===== src/rtl/riscv_dsp_pkg.sv =====
`default_nettype none
// ============================================================================
// Module      : riscv_dsp_pkg
// Description : Shared widths, types and helpers for the execute/DSP
//               write-back path, the register file and decode.
// Revision    : 1.0 - initial release
// ============================================================================
package riscv_dsp_pkg;

    localparam int XLEN       = 32;
    localparam int REG_ADDR_W = 5;
    localparam logic [REG_ADDR_W-1:0] REG_ZERO = 5'd0;

    typedef logic [REG_ADDR_W-1:0] reg_addr_t;
    typedef logic [XLEN-1:0]       xlen_t;

    // One buffered DSP result; kill marks it as superseded by a younger ALU write
    typedef struct packed {
        reg_addr_t rd;
        xlen_t     data;
        logic      kill;
    } wb_entry_t;

    // x0 is hard-wired, so writes to it never matter for hazards or kills
    function automatic logic addr_live(input reg_addr_t addr);
        return addr != REG_ZERO;
    endfunction

endpackage : riscv_dsp_pkg
`default_nettype wire


===== src/rtl/wb_pending_match.sv =====
`default_nettype none
// ============================================================================
// Module      : wb_pending_match
// Description : Per-entry match of queued {rd, valid, kill} against a single
//               register address. An entry hits when it is valid, not killed
//               and targets the address.
// Revision    : 1.0 - initial release
// ============================================================================
module wb_pending_match
    import riscv_dsp_pkg::*;
#(
    parameter int DEPTH = 4
) (
    input  logic [DEPTH-1:0][REG_ADDR_W-1:0] entry_rd,
    input  logic [DEPTH-1:0]                 entry_valid,
    input  logic [DEPTH-1:0]                 entry_kill,
    input  logic [REG_ADDR_W-1:0]            addr,
    output logic [DEPTH-1:0]                 hit
);

    // Fully parallel compare: every entry is checked in the same cycle
    for (genvar g = 0; g < DEPTH; g++) begin : g_entry
        assign hit[g] = entry_valid[g] && !entry_kill[g] && (entry_rd[g] == addr);
    end

endmodule : wb_pending_match
`default_nettype wire


===== src/rtl/writeback_arbiter.sv =====
`default_nettype none
// ============================================================================
// Module      : writeback_arbiter
// Description : Merges single-cycle ALU results and buffered DSP results onto
//               the single register-file write port. ALU has priority, stale
//               DSP results are killed by younger ALU writes to the same rd,
//               and a starvation guard periodically stalls the ALU so the
//               DSP queue drains. Also reports RAW write-pending flags.
// Revision    : 1.0 - initial release
// ============================================================================
module writeback_arbiter
    import riscv_dsp_pkg::*;
#(
    parameter int DEPTH    = 4,
    parameter int MAX_WAIT = 8
) (
    input  logic                       clk,
    input  logic                       rst,
    input  logic                       alu_valid,
    input  logic [REG_ADDR_W-1:0]      alu_rd,
    input  logic [XLEN-1:0]            alu_data,
    output logic                       alu_stall,
    input  logic                       dsp_valid,
    output logic                       dsp_ready,
    input  logic [REG_ADDR_W-1:0]      dsp_rd,
    input  logic [XLEN-1:0]            dsp_data,
    output logic                       rf_we,
    output logic [REG_ADDR_W-1:0]      rf_waddr,
    output logic [XLEN-1:0]            rf_wdata,
    input  logic [REG_ADDR_W-1:0]      raddr1,
    input  logic [REG_ADDR_W-1:0]      raddr2,
    output logic                       pend1,
    output logic                       pend2,
    output logic [$clog2(DEPTH+1)-1:0] q_count
);

    localparam int PTR_W  = $clog2(DEPTH);
    localparam int CNT_W  = $clog2(DEPTH + 1);
    localparam int WAIT_W = $clog2(MAX_WAIT + 1);

    // Queue storage: kill/valid are flat vectors so all entries can be updated at once
    logic [DEPTH-1:0][REG_ADDR_W-1:0] r_rd;
    logic [XLEN-1:0]                  r_data [DEPTH];
    logic [DEPTH-1:0]                 r_kill;
    logic [DEPTH-1:0]                 r_valid;
    logic [PTR_W-1:0]                 r_wptr;
    logic [PTR_W-1:0]                 r_rptr;
    logic [CNT_W-1:0]                 r_count;

    logic [WAIT_W-1:0]                r_wait;
    logic                             r_stall;

    logic                             r_we;
    logic [REG_ADDR_W-1:0]            r_waddr;
    logic [XLEN-1:0]                  r_wdata;

    logic                             w_alu_grant;
    logic                             w_pop;
    logic                             w_push;
    logic                             w_alu_kill;
    logic                             w_push_kill;
    logic                             w_empty;
    wb_entry_t                        w_head;
    logic [DEPTH-1:0]                 w_kill_hit;
    logic [DEPTH-1:0]                 w_hit1;
    logic [DEPTH-1:0]                 w_hit2;

    assign w_empty     = (r_count == '0);
    assign dsp_ready   = (r_count != CNT_W'(DEPTH));

    // ALU wins whenever it is not being held off; otherwise drain the queue head
    assign w_alu_grant = alu_valid && !r_stall;
    assign w_pop       = !w_alu_grant && !w_empty;

    // rd==0 results complete the handshake but are dropped
    assign w_push      = dsp_valid && dsp_ready && addr_live(dsp_rd);

    // A granted ALU write supersedes every older pending write to the same rd,
    // including a DSP result arriving in this very cycle
    assign w_alu_kill  = w_alu_grant && addr_live(alu_rd);
    assign w_push_kill = w_alu_kill && (dsp_rd == alu_rd);

    assign w_head      = '{rd: r_rd[r_rptr], data: r_data[r_rptr], kill: r_kill[r_rptr]};

    wb_pending_match #(.DEPTH(DEPTH)) u_kill_match (
        .entry_rd    (r_rd),
        .entry_valid (r_valid),
        .entry_kill  (r_kill),
        .addr        (alu_rd),
        .hit         (w_kill_hit)
    );

    wb_pending_match #(.DEPTH(DEPTH)) u_pend1_match (
        .entry_rd    (r_rd),
        .entry_valid (r_valid),
        .entry_kill  (r_kill),
        .addr        (raddr1),
        .hit         (w_hit1)
    );

    wb_pending_match #(.DEPTH(DEPTH)) u_pend2_match (
        .entry_rd    (r_rd),
        .entry_valid (r_valid),
        .entry_kill  (r_kill),
        .addr        (raddr2),
        .hit         (w_hit2)
    );

    // Queue: kill marking, pop at the read pointer, push at the write pointer
    always_ff @(posedge clk) begin
        if (rst) begin
            r_valid <= '0;
            r_kill  <= '0;
            r_wptr  <= '0;
            r_rptr  <= '0;
            r_count <= '0;
        end else begin
            for (int i = 0; i < DEPTH; i++) begin
                if (w_alu_kill && w_kill_hit[i]) begin
                    r_kill[i] <= 1'b1;
                end
            end
            if (w_pop) begin
                r_valid[r_rptr] <= 1'b0;
                r_rptr          <= r_rptr + 1'b1;
            end
            if (w_push) begin
                r_rd[r_wptr]    <= dsp_rd;
                r_data[r_wptr]  <= dsp_data;
                r_kill[r_wptr]  <= w_push_kill;
                r_valid[r_wptr] <= 1'b1;
                r_wptr          <= r_wptr + 1'b1;
            end
            case ({w_push, w_pop})
                2'b10:   r_count <= r_count + 1'b1;
                2'b01:   r_count <= r_count - 1'b1;
                default: r_count <= r_count;
            endcase
        end
    end

    // Starvation guard: a head left waiting MAX_WAIT cycles forces one ALU stall
    always_ff @(posedge clk) begin
        if (rst) begin
            r_wait  <= '0;
            r_stall <= 1'b0;
        end else begin
            r_stall <= 1'b0;
            if (!w_empty && !w_pop) begin
                if (r_wait == WAIT_W'(MAX_WAIT - 1)) begin
                    r_wait  <= '0;
                    r_stall <= 1'b1;
                end else begin
                    r_wait  <= r_wait + 1'b1;
                end
            end else begin
                r_wait <= '0;
            end
        end
    end

    // Register-file write port, one cycle after the grant or pop
    always_ff @(posedge clk) begin
        if (rst) begin
            r_we    <= 1'b0;
            r_waddr <= '0;
            r_wdata <= '0;
        end else if (w_alu_grant) begin
            r_we    <= addr_live(alu_rd);
            r_waddr <= alu_rd;
            r_wdata <= alu_data;
        end else if (w_pop) begin
            r_we    <= !w_head.kill;
            r_waddr <= w_head.rd;
            r_wdata <= w_head.data;
        end else begin
            r_we    <= 1'b0;
        end
    end

    // The write in flight on rf_* lands only at the end of this cycle, so it still counts
    assign pend1 = addr_live(raddr1) && ((r_we && (r_waddr == raddr1)) || (|w_hit1));
    assign pend2 = addr_live(raddr2) && ((r_we && (r_waddr == raddr2)) || (|w_hit2));

    assign alu_stall = r_stall;
    assign rf_we     = r_we;
    assign rf_waddr  = r_waddr;
    assign rf_wdata  = r_wdata;
    assign q_count   = r_count;

endmodule : writeback_arbiter
`default_nettype wire


===== config.mk =====
export PLATFORM = sky130hd
export DESIGN_NAME = writeback_arbiter
export DESIGN_NICKNAME = d
export VERILOG_FILES = /design/src/rtl/riscv_dsp_pkg.sv /design/src/rtl/wb_pending_match.sv /design/src/rtl/writeback_arbiter.sv
export SDC_FILE = /design/constraint.sdc
export NUM_CORES = 1
export LEC_CHECK = 0
export CAP_MARGIN = 20
export CELL_PAD_IN_SITES_DETAIL_PLACEMENT = 0
export CELL_PAD_IN_SITES_GLOBAL_PLACEMENT = 2
export CORE_MARGIN = 3
export CORE_UTILIZATION = 41
export DETAILED_ROUTE_END_ITERATION = 16
export PLACE_DENSITY = 0.95
export REMOVE_ABC_BUFFERS = 1
export SYNTH_ARGS = -nofsm -noshare
export SYNTH_HDL_FRONTEND = slang
export SYNTH_HIERARCHICAL = 1
export SYNTH_SLANG_ARGS = --single-unit

===== constraint.sdc =====
create_clock -name clk -period 4.5 [get_ports clk]
set_clock_uncertainty 0.05 [all_clocks]
set_input_delay 0.9 -clock clk [delete_from_list [all_inputs] [get_ports clk]]
set_output_delay 0.9 -clock clk [all_outputs]
set_load 0.005 [all_outputs]

# After elaboration in Yosys (flattened, before gate mapping)
# Memories as Yosys holds them, arrays and structs flattened. A register that Yosys moved wholly into a read port is not among the register bits.
# Cells that the tools add are included.
[totals] mem_bits_rw=128 register_bits=78 n_memories=1 elab_cells=141
[op_classes] n_eq_ne=19 bitwise=5 order_cmp=4 n_reduce_logical=56 muxes=37 n_addsub=5
[mem_list] memory="r_data" words=4 word_bits=32 rd=1 rd_clocked_by_memory_dff=1 wr=1 line="writeback_arbiter.sv:43" source="logic [XLEN-1:0] r_data [DEPTH];"
[ops] operator="$eq A5 B5 Y1" n=15
[ops] operator="$mux W32" n=2
[ops] operator="$logic_and A1 B1 Y1" n=33
[ops] operator="$bwmux W20" n=1
[ops] operator="$mux W5" n=4
[ops] operator="$reduce_bool A5 Y1" n=4
[ops] operator="$mux W1" n=17
[ops] operator="$mux W4" n=4
[ops] operator="$bmux W5 S2" n=1
[ops] operator="$demux W5 S2" n=1
[ops] operator="$logic_not A1 Y1" n=9
[ops] operator="$reduce_or A4 Y1" n=2
[ops] operator="$lt A2 B3 Y1 const B" n=2
[ops] operator="$pmux W3 S2" n=1
[ops] operator="$add A2 B1 Y2 const B" n=2
[ops] operator="$add A4 B1 Y4 const B" n=1
[ops] operator="$and A4 B4 Y4" n=1
[ops] operator="$bwmux W4" n=1
[ops] operator="$demux W1 S2" n=2
[ops] operator="$eq A4 B3 Y1 const B" n=1
[ops] operator="$ge A2 B1 Y1 const B" n=2
[ops] operator="$mux W2" n=2
[ops] operator="$not A4 Y4" n=1
[ops] operator="$or A4 B4 Y4" n=1
[ops] operator="other kinds (13)" n=16

# Longest topological paths before layout
[logic_depth] word_depth=10 ltp_mapped=9 depth_no_buf=9

# Modules after synthesis
# The synthesis kept the hierarchy.
[by_module_without_submodules] module="writeback_arbiter" area_per_inst_um2=8194.1 seq_area_each_um2=5645.4 n_inst=1 cells_per_inst=545
[by_module_without_submodules] module="wb_pending_match" area_per_inst_um2=275.3 seq_area_each_um2=0.0 n_inst=3 cells_per_inst=31

# Worst setup path before layout
# OpenSTA, ideal clock, no wires.
[synth_path] kind="input-to-reg" startpoint="input port dsp_rd[0]" endpoint="register r_count[2] (netlist: q_count[2])" setup_ns=0.070 path_stages=9 path_slack_ns=1.448 n_path_buf=0 t_required_ns=4.380 arrival_time_ns=2.931 path_cell_list="or4_1 o211a_1 inv_1 ha_1 inv_1 fa_1 xor2_1 or3_1 a21oi_1"
[synth_via] elab_chain_cells=4 word_cells_on_any_way=6 classes_between="eq/ne: 2; mux: 1; reduce/logical: 3"
[synth_lines] element="start: declaration" line="writeback_arbiter.sv:25" source="input logic [REG_ADDR_W-1:0] dsp_rd,"
[synth_lines] element="$reduce_bool A5 Y1 (*)" line="riscv_dsp_pkg.sv:26" source="return addr != REG_ZERO;"
[synth_lines] element="$logic_and A1 B1 Y1 (*)" line="writeback_arbiter.sv:76" source="assign w_push = dsp_valid && dsp_ready && addr_live(dsp_rd);"
[synth_lines] element="$eq A2 B1 Y1 or $eq A2 B2 Y1 (tied branches)" line="writeback_arbiter.sv:134" source="case ({w_push, w_pop})"
[synth_lines] element="$pmux W3 S2 or $reduce_bool A2 Y1 (tied branches)"
[synth_lines] element="end signal: assignment" line="writeback_arbiter.sv:135" source="2'b10: r_count <= r_count + 1'b1;"
[synth_lines] element="end signal: assignment" line="writeback_arbiter.sv:136" source="2'b01: r_count <= r_count - 1'b1;"
[synth_lines] element="end signal: assignment" line="writeback_arbiter.sv:137" source="default: r_count <= r_count;"
[synth_lines] element="end: declaration" line="writeback_arbiter.sv:48" source="logic [CNT_W-1:0] r_count;"
# Every way passes the cells marked *; elsewhere a longest branch is shown, timed or not.
# A chain may end at the register's enable or synchronous reset.

# Worst setup path in the final report
[layout_path] startpoint="input port raddr2[2]" endpoint="output port pend2"
[layout_via] elab_chain_cells=5 word_cells_on_any_way=14 classes_between="eq/ne: 5; reduce/logical: 9"
[layout_lines] element="start: declaration" line="writeback_arbiter.sv:31" source="input logic [REG_ADDR_W-1:0] raddr2,"
[layout_lines] element="$eq A5 B5 Y1" line="wb_pending_match.sv:23" source="assign hit[g] = entry_valid[g] && !entry_kill[g] && (entry_rd[g] == addr);"
[layout_lines] element="$logic_and A1 B1 Y1" line="wb_pending_match.sv:23"
[layout_lines] element="via w_hit2[1]" line="writeback_arbiter.sv:66" source="logic [DEPTH-1:0] w_hit2;"
[layout_lines] element="$reduce_or A4 Y1" line="writeback_arbiter.sv:183" source="assign pend2 = addr_live(raddr2) && ((r_we && (r_waddr == raddr2)) || (|w_hit2));"
[layout_lines] element="$logic_or A1 B1 Y1" line="writeback_arbiter.sv:183"
[layout_lines] element="$logic_and A1 B1 Y1" line="writeback_arbiter.sv:183"
[layout_lines] element="end: declaration" line="writeback_arbiter.sv:33" source="output logic pend2,"
# The timed path passes the listed nets, and every way through them passes these cells.

==> impl_metrics.toml <==
[run_status]
outcome = "complete, no violations"

[yosys]
async_flop_share = 0
synth_seq_cells = 208
yosysSeqAreaShare = 0.626
netlist_top_cells_area = "edfxtp_1 49%, dfxtp_1 13%, mux4_2 9.5%"
syn_area_um2 = 9020
synth_edf_count = 148
yosysUniqueCellTypes = 38
syn_inst = 638
yosys-top-cells-count = "148 x edfxtp_1, 60 x dfxtp_1, 58 x nor2_1"
yosysMostFrequentCell = "edfxtp_1"
syn_area_per_cell_um2 = 14.1
synth_top_area_cell = "edfxtp_1"
synth_warnings = 6
synthFlopType = "edfxtp_1"
yosysTopAreaCellShare = 0.493

[sta]
slew_headroom = 0.383
max_freq_ghz = 0.246
rsz0062_at_grt = "false"
period_minus_slack_ns = 4.06
finalCritPeriodShare = 0.902
finalSetupViolCount = 0
maxSlewViolCount = 0
hold_viol = 0
hold_ws_ns = 0.405
worstMarginPinSlew_ns = 0.926
setup-tns-final_ns = 0

[cts]
clk_latency_ns = 0.50
ctsHoldBuffers = 0
cts_root_buffer = "clkbuf_16"
ctsResizeCount = 0
post_cts_buffers = 0
cts_num_sinks = 208
clk_path_buf_depth = 3
h-tree-depth = 1
cts_buffers = 22
tritoncts = "built"
clk_pin_slew_ns = 0.06

[grt]
grt-ovfl-total = 0
grt_max_degree = 58
grt_pass1_vias = 6261
antenna_found_initial = 1
grt_pass1_wl_um = 35800
grt_usage = 0.189

[placement]
place_inst = 1012
routabilityCongestion = 0.889
place_hpwl_um = 14600
portBuffers = 132

[run]
cap_violations = 0

[detailed_routing]
avgRoutedWirePerCell_um = 21.3
via_per_inst = 5.50
drc = 0
ant_nets = 0
drtIter0Drc = 409
via_count = 5790
first_pass_iters = 4
wirelength_um = 22500

[layout]
diodes = 0
final_core_util = 0.534
drive_gt1_frac = 0.139
nets = 860
areaGrowthSynthToFinish_pct = 26.0
fin_cells = 1052

[power_and_ir_drop]
leakagePower_nw = 3.70
irDropWorstVdd_uv = 308
p_clk_frac = 0.331
power.internal_mw = 4.07
swShare = 0.290
powerDensity_nw_per_um2 = 505
seqPwrFrac = 0.427
power_frac_comb = 0.242
finalPower_mw = 5.74
power.switching_mw = 1.66

[worst_setup_path]
path_buf_inv = 2
cp.required_ns = 3.55
crit_chain = "clkdlybuf4s50_1, xnor2_1, nand4_1, nor4b_2, or4_1, a31oi_1, a21oi_1, clkdlybuf4s50_1"
end_kind = "primary output"
cp_max_fo = 6
critical_path.top_delay_family = "buffers and inverters"
cp.arrival_ns = 3.11
cpMostUsedCell = "clkdlybuf4s50_1"
slowest_stage = "clkdlybuf4s50_1"
setup.worst_path.class = "in -> out"
start_kind = "primary input"
max_stage_delay_ns = 0.69

[floorplan]
boundaryPins = 133
die_w_um = 154
die-area_um2 = 23800
rows = 53
die_y_um = 154
initial_core_util = 0.424
coreArea_um2 = 21300

[min_path]
hold_class = "reg -> reg"
metal layers:
layer	wire length (um)	track usage	vias up
met1	9630	0.255	2911
li1	-	-	2651
met5	12	0	-
met2	11000	0.314	180
met3	1340	0.0411	46
met4	467	0.0488	2
sequential cells by signal, indices dropped and copies added, names as in the netlist, 3 cells and up, named ones only:
register,cells
r_data,128
rf_wdata,32
r_rd,20
rf_waddr,5
r_kill,4
r_valid,4
r_wait,4
q_count,3
cells by family (layout without fill, tap and decap cells):
group	count (synthesis)	in the layout	share of synthesized area
AOI/OAI and AO/OA	97	97	0.0701
xor gates and xnor gates	81	81	0.0787
adders and majority gates	11	11	0.0161
buffers and inverters	51	190	0.0244
DFF	208	208	0.626
muxes	39	39	0.0960
and+or+nand+nor	151	151	0.0889
power by group through the flow:
stage,Sequential [mW],Clock (mW),Combinational [mW]
after global routing,2.48,2.01,1.53
after global placement,2.48,0,1.37
final,2.45,1.90,1.39
after CTS,2.46,1.93,1.41
after detailed placement,2.49,0,1.40
after floorplan,2.45,0,0.786
metrics by stage:
stage | worst slack, ns | area, um^2
floorplan | 0.516 | 8830
global placement | 0.477 | 10600
detailed placement | 0.444 | 10600
CTS | 0.434 | 11400
global route | 0.245 | 11400
finish | 0.440 | 11400
cell type report:
cell class              count  area (um^2)
fillers                  1715         9920
flip-flops and latches    208         5650
multi-input cells         379         3180
repair buffers            142         1390
clock buffers              29          629
well taps                 275          344
clock inverters            11          144
inverters                   8         30.0
cell usage in the layout (no fill, tap or decap), types with 8 or more instances in the layout:
cell	n
a211oi_1	37
a21oi_1	44
buf_4	10
clkbuf_16	24
clkdlybuf4s50_1	131
dfxtp_1	58
edfxtp_1	148
ha_1	10
inv_1	8
mux4_2	38
nand2_1	38
nand4_1	13
nor2_1	58
nor4b_2	12
xnor2_1	55
xor2_1	26
worst reg2reg max path, stage by stage (launching register included):
cell and delay (ns):
dfxtp_1 0.42, or3b_2 0.53, o211a_1 0.18, inv_1 0.15, ha_1 0.21, inv_1 0.06
fa_1 0.37, xor2_1 0.16, or3_1 0.31, a21oi_1 0.15
path summary, 6_finish.rpt:
| check | startpoint | to | slack (ns) | cells after the start |
|---|---|---|---|---|
| setup / recovery | raddr2[2] | pend2 | 0.44 | 8 |
| hold / removal | r_wait[0] | r_wait[0] | 0.41 | 1 |
| setup reg to reg | q_count[2] | q_count[2] | 1.85 | 9 |
| hold reg to reg | r_wait[0] | r_wait[0] | 0.41 | 1 |
No activity file was read; power rests on OpenSTA's default activity.
